--- config.mk ---
export PLATFORM = sky130hd
export DESIGN_NAME = lcd_frame_writer_flat
export DESIGN_NICKNAME = d
export VERILOG_FILES = /design/src/rtl/lcd_frame_writer_if.sv /design/src/rtl/lcd_frame_writer.sv /design/src/flat_wrapper.sv
export SDC_FILE = /design/constraint.sdc
export NUM_CORES = 1
export LEC_CHECK = 0
export CORE_ASPECT_RATIO = 1.25
export CORE_MARGIN = 2
export CORE_UTILIZATION = 53
export DETAILED_ROUTE_END_ITERATION = 10
export PLACE_DENSITY = 0.76
export SETUP_SLACK_MARGIN = 0.3
export SKIP_LAST_GASP = 1
export SLEW_MARGIN = 25
export SYNTH_ARGS = -nofsm -noshare
export SYNTH_HDL_FRONTEND = slang
export SYNTH_SLANG_ARGS = --single-unit
--- constraint.sdc ---
create_clock -name clk_in -period 2.1 [get_ports clk_in]
set_input_delay 0.21 -clock clk_in [delete_from_list [all_inputs] [get_ports clk_in]]
set_output_delay 0.21 -clock clk_in [all_outputs]
set_load 0.005 [all_outputs]
--- src/rtl/lcd_frame_writer_if.sv ---
// Pixel-stream and framebuffer-write bundle for lcd_frame_writer.
// The slave side is the frame writer; the master side drives the PPU stream
// and observes the framebuffer writes and status.
interface lcd_frame_writer_if #(
  parameter int ADDR_W = 15
);
  logic              lcd_on_in;
  logic [1:0]        pixel_in;
  logic              pixel_valid_in;
  logic              hblank_in;
  logic              vblank_in;
  logic              clear_err_in;
  logic              fb_we_out;
  logic [ADDR_W-1:0] fb_addr_out;
  logic [1:0]        fb_data_out;
  logic              fb_wbank_out;
  logic              fb_rbank_out;
  logic              frame_done_out;
  logic [2:0]        err_out;

  modport master (
    output lcd_on_in, pixel_in, pixel_valid_in, hblank_in, vblank_in, clear_err_in,
    input  fb_we_out, fb_addr_out, fb_data_out, fb_wbank_out, fb_rbank_out,
           frame_done_out, err_out
  );

  modport slave (
    input  lcd_on_in, pixel_in, pixel_valid_in, hblank_in, vblank_in, clear_err_in,
    output fb_we_out, fb_addr_out, fb_data_out, fb_wbank_out, fb_rbank_out,
           frame_done_out, err_out
  );
endinterface

--- src/rtl/lcd_frame_writer.sv ---
// LCD frame writer: turns the PPU shade stream into linear framebuffer writes
// (addr = y*H_PIXELS + x), ping-pongs two banks so the display reads a complete
// frame, and keeps sticky {frame_short, line_long, line_short} error flags.
// H_PIXELS*V_LINES must fit in 2**ADDR_W.
module lcd_frame_writer #(
  parameter int H_PIXELS      = 160,
  parameter int V_LINES       = 144,
  parameter int ADDR_W        = 15,
  parameter int DOUBLE_BUFFER = 1
) (
  input logic               clk_in,
  input logic               rst_in,
  lcd_frame_writer_if.slave bus
);

  localparam int XW = $clog2(H_PIXELS + 1);
  localparam int YW = $clog2(V_LINES + 1);
  localparam logic [XW-1:0]     H_MAX  = XW'(H_PIXELS);
  localparam logic [YW-1:0]     V_MAX  = YW'(V_LINES);
  localparam logic [ADDR_W-1:0] H_STEP = ADDR_W'(H_PIXELS);
  localparam logic              RBANK_RST = (DOUBLE_BUFFER != 0);

  typedef enum logic [2:0] {IDLE, SYNC, LINE, HWAIT, VWAIT} state_t;

  state_t            state_reg, state_next;
  logic [XW-1:0]     x_reg, x_next;
  logic [YW-1:0]     y_reg, y_next;
  logic [ADDR_W-1:0] row_base_reg, row_base_next;
  logic              hb_reg, vb_reg;
  logic              fb_we_reg, fb_we_next;
  logic [ADDR_W-1:0] fb_addr_reg, fb_addr_next;
  logic [1:0]        fb_data_reg, fb_data_next;
  logic              wbank_reg, wbank_next;
  logic              rbank_reg, rbank_next;
  logic              frame_done_reg, frame_done_next;
  logic [2:0]        err_set;
  logic              err_reg [3];

  logic hb_rise, hb_fall, vb_rise, vb_fall, accept;

  assign hb_rise = bus.hblank_in & ~hb_reg;
  assign hb_fall = ~bus.hblank_in & hb_reg;
  assign vb_rise = bus.vblank_in & ~vb_reg;
  assign vb_fall = ~bus.vblank_in & vb_reg;
  assign accept  = bus.pixel_valid_in & ~bus.hblank_in & ~bus.vblank_in;

  // Edge-detect copies of the blanking levels.
  always_ff @(posedge clk_in or negedge rst_in) begin
    if (!rst_in) begin
      hb_reg <= 1'b0;
      vb_reg <= 1'b0;
    end else begin
      hb_reg <= bus.hblank_in;
      vb_reg <= bus.vblank_in;
    end
  end

  // FSM state register.
  always_ff @(posedge clk_in or negedge rst_in) begin
    if (!rst_in) state_reg <= IDLE;
    else         state_reg <= state_next;
  end

  // Next state, position counters, write request, bank swap and error sets.
  always_comb begin
    state_next      = state_reg;
    x_next          = x_reg;
    y_next          = y_reg;
    row_base_next   = row_base_reg;
    fb_we_next      = 1'b0;
    fb_addr_next    = fb_addr_reg;
    fb_data_next    = fb_data_reg;
    wbank_next      = wbank_reg;
    rbank_next      = rbank_reg;
    frame_done_next = 1'b0;
    err_set         = 3'b000;

    if (!bus.lcd_on_in) begin
      // Capture aborted: counters and banks frozen until re-sync.
      state_next = IDLE;
    end else begin
      case (state_reg)
        IDLE: state_next = SYNC;
        SYNC, VWAIT: begin
          // Only a vblank fall gives a known frame start; earlier pixels are discarded.
          if (vb_fall) begin
            state_next    = LINE;
            x_next        = '0;
            y_next        = '0;
            row_base_next = '0;
          end
        end
        LINE: begin
          if (accept) begin
            if (x_reg < H_MAX) begin
              if (y_reg < V_MAX) begin
                fb_we_next   = 1'b1;
                fb_addr_next = row_base_reg + ADDR_W'(x_reg);
                fb_data_next = bus.pixel_in;
              end
              x_next = x_reg + XW'(1);
            end else if (y_reg < V_MAX) begin
              err_set[1] = 1'b1;
            end
          end
          if (hb_rise) begin
            // Line close; y saturates so extra lines never wrap onto row 0.
            if (x_reg != '0 && x_reg < H_MAX) err_set[0] = 1'b1;
            if (y_reg < V_MAX) begin
              y_next        = y_reg + YW'(1);
              row_base_next = row_base_reg + H_STEP;
            end
            x_next     = '0;
            state_next = HWAIT;
          end
        end
        HWAIT: if (hb_fall) state_next = LINE;
        default: state_next = IDLE;
      endcase

      if (state_reg != IDLE && vb_rise) begin
        // Frame close sees y after any line close of this same cycle.
        if (state_reg == LINE || state_reg == HWAIT) begin
          frame_done_next = 1'b1;
          if (DOUBLE_BUFFER != 0) begin
            wbank_next = ~wbank_reg;
            rbank_next = wbank_reg;
          end
          if (y_next != V_MAX) err_set[2] = 1'b1;
        end
        state_next = VWAIT;
      end
    end
  end

  // Datapath and output registers.
  always_ff @(posedge clk_in or negedge rst_in) begin
    if (!rst_in) begin
      x_reg          <= '0;
      y_reg          <= '0;
      row_base_reg   <= '0;
      fb_we_reg      <= 1'b0;
      fb_addr_reg    <= '0;
      fb_data_reg    <= 2'b00;
      wbank_reg      <= 1'b0;
      rbank_reg      <= RBANK_RST;
      frame_done_reg <= 1'b0;
    end else begin
      x_reg          <= x_next;
      y_reg          <= y_next;
      row_base_reg   <= row_base_next;
      fb_we_reg      <= fb_we_next;
      fb_addr_reg    <= fb_addr_next;
      fb_data_reg    <= fb_data_next;
      wbank_reg      <= wbank_next;
      rbank_reg      <= rbank_next;
      frame_done_reg <= frame_done_next;
    end
  end

  // Sticky error bits; a new set beats a simultaneous clear.
  for (genvar gi = 0; gi < 3; gi++) begin : g_err
    always_ff @(posedge clk_in or negedge rst_in) begin
      if (!rst_in)               err_reg[gi] <= 1'b0;
      else if (err_set[gi])      err_reg[gi] <= 1'b1;
      else if (bus.clear_err_in) err_reg[gi] <= 1'b0;
    end
  end

  assign bus.fb_we_out      = fb_we_reg;
  assign bus.fb_addr_out    = fb_addr_reg;
  assign bus.fb_data_out    = fb_data_reg;
  assign bus.fb_wbank_out   = wbank_reg;
  assign bus.fb_rbank_out   = rbank_reg;
  assign bus.frame_done_out = frame_done_reg;
  assign bus.err_out        = {err_reg[2], err_reg[1], err_reg[0]};

endmodule

--- src/flat_wrapper.sv ---
// flat-port wrapper written by rule: the top's interface ports become plain ports
module lcd_frame_writer_flat 
#(
  parameter int H_PIXELS      = 160,
  parameter int V_LINES       = 144,
  parameter int ADDR_W        = 15,
  parameter int DOUBLE_BUFFER = 1
)
  (clk_in, rst_in, bus_lcd_on_in, bus_pixel_in, bus_pixel_valid_in, bus_hblank_in, bus_vblank_in, bus_clear_err_in, bus_fb_we_out, bus_fb_addr_out, bus_fb_data_out, bus_fb_wbank_out, bus_fb_rbank_out, bus_frame_done_out, bus_err_out);
  lcd_frame_writer_if #(.ADDR_W(ADDR_W)) bus_i ();
  input logic clk_in;
  input logic rst_in;
  input wire logic [$bits(bus_i.lcd_on_in)-1:0] bus_lcd_on_in;
  input wire logic [$bits(bus_i.pixel_in)-1:0] bus_pixel_in;
  input wire logic [$bits(bus_i.pixel_valid_in)-1:0] bus_pixel_valid_in;
  input wire logic [$bits(bus_i.hblank_in)-1:0] bus_hblank_in;
  input wire logic [$bits(bus_i.vblank_in)-1:0] bus_vblank_in;
  input wire logic [$bits(bus_i.clear_err_in)-1:0] bus_clear_err_in;
  output wire logic [$bits(bus_i.fb_we_out)-1:0] bus_fb_we_out;
  output wire logic [$bits(bus_i.fb_addr_out)-1:0] bus_fb_addr_out;
  output wire logic [$bits(bus_i.fb_data_out)-1:0] bus_fb_data_out;
  output wire logic [$bits(bus_i.fb_wbank_out)-1:0] bus_fb_wbank_out;
  output wire logic [$bits(bus_i.fb_rbank_out)-1:0] bus_fb_rbank_out;
  output wire logic [$bits(bus_i.frame_done_out)-1:0] bus_frame_done_out;
  output wire logic [$bits(bus_i.err_out)-1:0] bus_err_out;
  assign bus_i.lcd_on_in = bus_lcd_on_in;
  assign bus_i.pixel_in = bus_pixel_in;
  assign bus_i.pixel_valid_in = bus_pixel_valid_in;
  assign bus_i.hblank_in = bus_hblank_in;
  assign bus_i.vblank_in = bus_vblank_in;
  assign bus_i.clear_err_in = bus_clear_err_in;
  assign bus_fb_we_out = bus_i.fb_we_out;
  assign bus_fb_addr_out = bus_i.fb_addr_out;
  assign bus_fb_data_out = bus_i.fb_data_out;
  assign bus_fb_wbank_out = bus_i.fb_wbank_out;
  assign bus_fb_rbank_out = bus_i.fb_rbank_out;
  assign bus_frame_done_out = bus_i.frame_done_out;
  assign bus_err_out = bus_i.err_out;
  lcd_frame_writer #(.H_PIXELS(H_PIXELS), .V_LINES(V_LINES), .ADDR_W(ADDR_W), .DOUBLE_BUFFER(DOUBLE_BUFFER)) u_core (.clk_in(clk_in), .rst_in(rst_in), .bus(bus_i));
endmodule
==> run_results.csv <==
group,metric,value,unit
logic_synthesis,synth.net_count,324,
logic_synthesis,yosysWarningCount,0,
layout,syn2layout_area_growth,30.00,%
logic_synthesis,yosysTopAreaCell,"dfrtp_1",
cts,htreeDepth,2,
die,die_x,71.28,um
logic_synthesis,ys_types,58,
pwr,cellPowerDensity,541.9,nW/um^2
timing,maxSlewHeadroom,0.6675,
cts,cts.reportedPaths.clkPinSlew,100,ps
layout,stdcell_area,3899,um^2
critical_path,crit_family,"compound AO/OA/AOI/OAI gates",
pwr,leakage,0.001657,uW
grt,grt_pass1_vias,2526,
detailed_routing,drtIter0Drc,244,
placement,placed_area,3472,um^2
die,die_y,88.11,um
detailed_routing,drcViolationCount,0,
placement,placed_cells,408,
cts,tritoncts,"built",
cts,root_buffer,"clkbuf_8",
logic_synthesis,yosysSeqAreaShare,0.4593,
grt,grt_pass1_wl,11.35,mm
critical_path,critPathKind,"flip-flop to flip-flop",
logic_synthesis,netlist.area_leader.share,0.4506,
detailed_routing,routed_wl,7.237,mm
logic_synthesis,avgSynthCellArea,9.737,um^2
die,start_util,0.5510,
cts,cts_num_sinks,55,
layout,layout-drive-gt1-share,0.2654,
layout,fillCellCount,403,
timing,fin_crit,1859,ps
logic_synthesis,synth_edf_count,0,
cts,insertion_delay,310,ps
detailed_routing,vias_per_cell,5.947,
timing,fin_hold_ws,385.6,ps
placement,io_buffers,32,
detailed_routing,vias,2599,
timing,worst_pin_slew,498.7,ps
layout,diodes,0,
timing,slew_violations,0,
detailed_routing,drtPass1Iterations,4,
cts,cts_inserted_buffers,5,
critical_path,worstSetupEndpointType,"flip-flop",
logic_synthesis,synthFlopType,"dfrtp_1",
die,rows,30,
logic_synthesis,ys_async_sr_fraction,1.000,
timing,timing.final.hold_violations,0,
timing,fmax,538.0,MHz
critical_path,crit_buf_inv,0,
detailed_routing,detail-route-antenna-nets,0,
timing,setup_viol,0,
grt,grt.overflow.total,0,
placement,place_hpwl,4.711,mm
layout,finalNonFillerCells,437,
critical_path,critPathLaunchType,"flip-flop",
placement,gp_congestion,0.9207,
logic_synthesis,syn-cell-area,2999,um^2
logic_synthesis,synth_seq_cells,55,
die,io-pin-count,33,
critical_path,crit_fanout,5,
detailed_routing,wl_per_cell,16.56,um
grt,antenna_found_initial,0,
status,status,"complete, no violations",
pwr,power.total,2113,uW
critical_path,arrival,2060,ps
layout,largest_register_ff_count,15,
job,maxCapViolCount,0,
logic_synthesis,synth_cells,308,
pwr,ir_drop,0.2947,mV
critical_path,crit_chain,"or3b_4 -> a2111oi_4 -> a21oi_1 -> o41a_1",
die,core-area,5443,um^2
timing,clock_skew,5.259,ps
logic_synthesis,synth_top_cells_by_area,"dfrtp_1, o21ai_0, a21oi_1",
cts,cts_buffer_depth,2,
logic_synthesis,synth.most_common_cell,"dfrtp_1",
timing,finalCritPeriodShare,0.8851,
logic_synthesis,synthTopCellsByCount,"dfrtp_1, o21ai_0, nor2_1",
die,dieArea,6280,um^2
critical_path,slowest_stage,"or3b_4",
layout,fin_nets,388,
grt,grt_max_degree,36,
critical_path,slowest_delay,470,ps
grt,grtUsageTotal,0.2266,
critical_path,critPathRequiredTime,2300,ps
timing,tns,0,ps
worst_hold_path,holdCritPathClass,"input port to async pin",
timing,rsz0062_at_grt,"yes",
[per-stage QoR]
step                utilization  worst slack [ps]
global route             0.7163             198.1
global placement         0.6379             76.74
finish                   0.7163             241.2
CTS                      0.6823             248.1
floorplan                     -             257.2
detailed placement       0.6379             6.004
[report_power, final]
group | internal, uW | switching, uW | total [uW]
Combinational | 193 | 160 | 353
Sequential | 1120 | 50.0 | 1170
Clock | 233 | 358 | 591
[metal layers]
layer  global-route usage  vias to the layer above  wire length [um]
met5                    0                        -                 0
li1                     -                     1235                 -
met4              0.09605                        0               214
met3              0.03567                       23               343
met2               0.3998                       93              3757
met1               0.2741                     1248              2920
[area by class of cell]
type                       count  area (um^2)  share of cell area
tap                           64        80.08             0.02054
clock inverter                 3        20.02            0.005135
sequential                    55         1390              0.3565
timing repair buffer          73        684.4              0.1755
inverter                      10        37.54            0.009628
clock buffer                   5        68.82             0.01765
multi-input combinational    227         1618              0.4150
[worst reg2reg max path: cells and delay by family (launching register included)]
| kind | cells | cell delay (ps) |
|---|---|---|
| AOI/OAI and AO/OA | 3 | 820 |
| and+or+nand+nor | 1 | 470 |
| DFF | 1 | 450 |
[timing repair]
| item | CTS | global route |
|---|---|---|
| setup endpoints to repair | 16 | 34 |
| setup buffers | 11 | 8 |
| pin swaps | 3 | 13 |
| endpoints found under the hold margin | 19 | 0 |
| gates cloned | 0 | 1 |
| gates resized for setup | 15 | 23 |
| hold buffers | 1 | 0 |
[final timing paths]
path	startpoint	end	slack (ps)	cells past startpoint
min	rst_in	u_core.bus.fb_addr_out[12]	390	2
min in group clk_in	bus_vblank_in	u_core.vb_reg	450	1
max	u_core.state_reg[0]	u_core.bus.err_out[2]	240	4
max in group asynchronous	rst_in	u_core.state_reg[1]	1150	3
max reg2reg	u_core.state_reg[0]	u_core.bus.err_out[2]	240	4
min reg2reg	u_core.bus.fb_rbank_out	u_core.bus.fb_rbank_out	460	2
[placed cells by master (no fill, tap or decap), types with 7 or more instances in the layout]
cell,netlist,layout
dfrtp_1,54,44
o21ai_0,40,36
buf_4,2,35
clkdlybuf4s50_1,0,31
nor2_1,23,22
a21oi_1,21,20
nand2_1,17,17
nand3_1,17,15
inv_1,10,10
nand2b_1,10,10
dfrtp_2,0,10
xor2_1,7,7
[logic make-up (layout without fill, tap and decap cells)]
logic type / Yosys count / count (layout) / share of synthesized area
adders and majority gates: 7 / 7 / 0.02920
AOI/OAI and AO/OA: 92 / 92 / 0.1961
xor gates and xnor gates: 10 / 10 / 0.02921
buffers and inverters: 26 / 91 / 0.04881
DFF: 55 / 55 / 0.4593
muxes: 9 / 9 / 0.03379
and+or+nand+nor: 109 / 109 / 0.2036
Power figures use the tool's default switching activity.
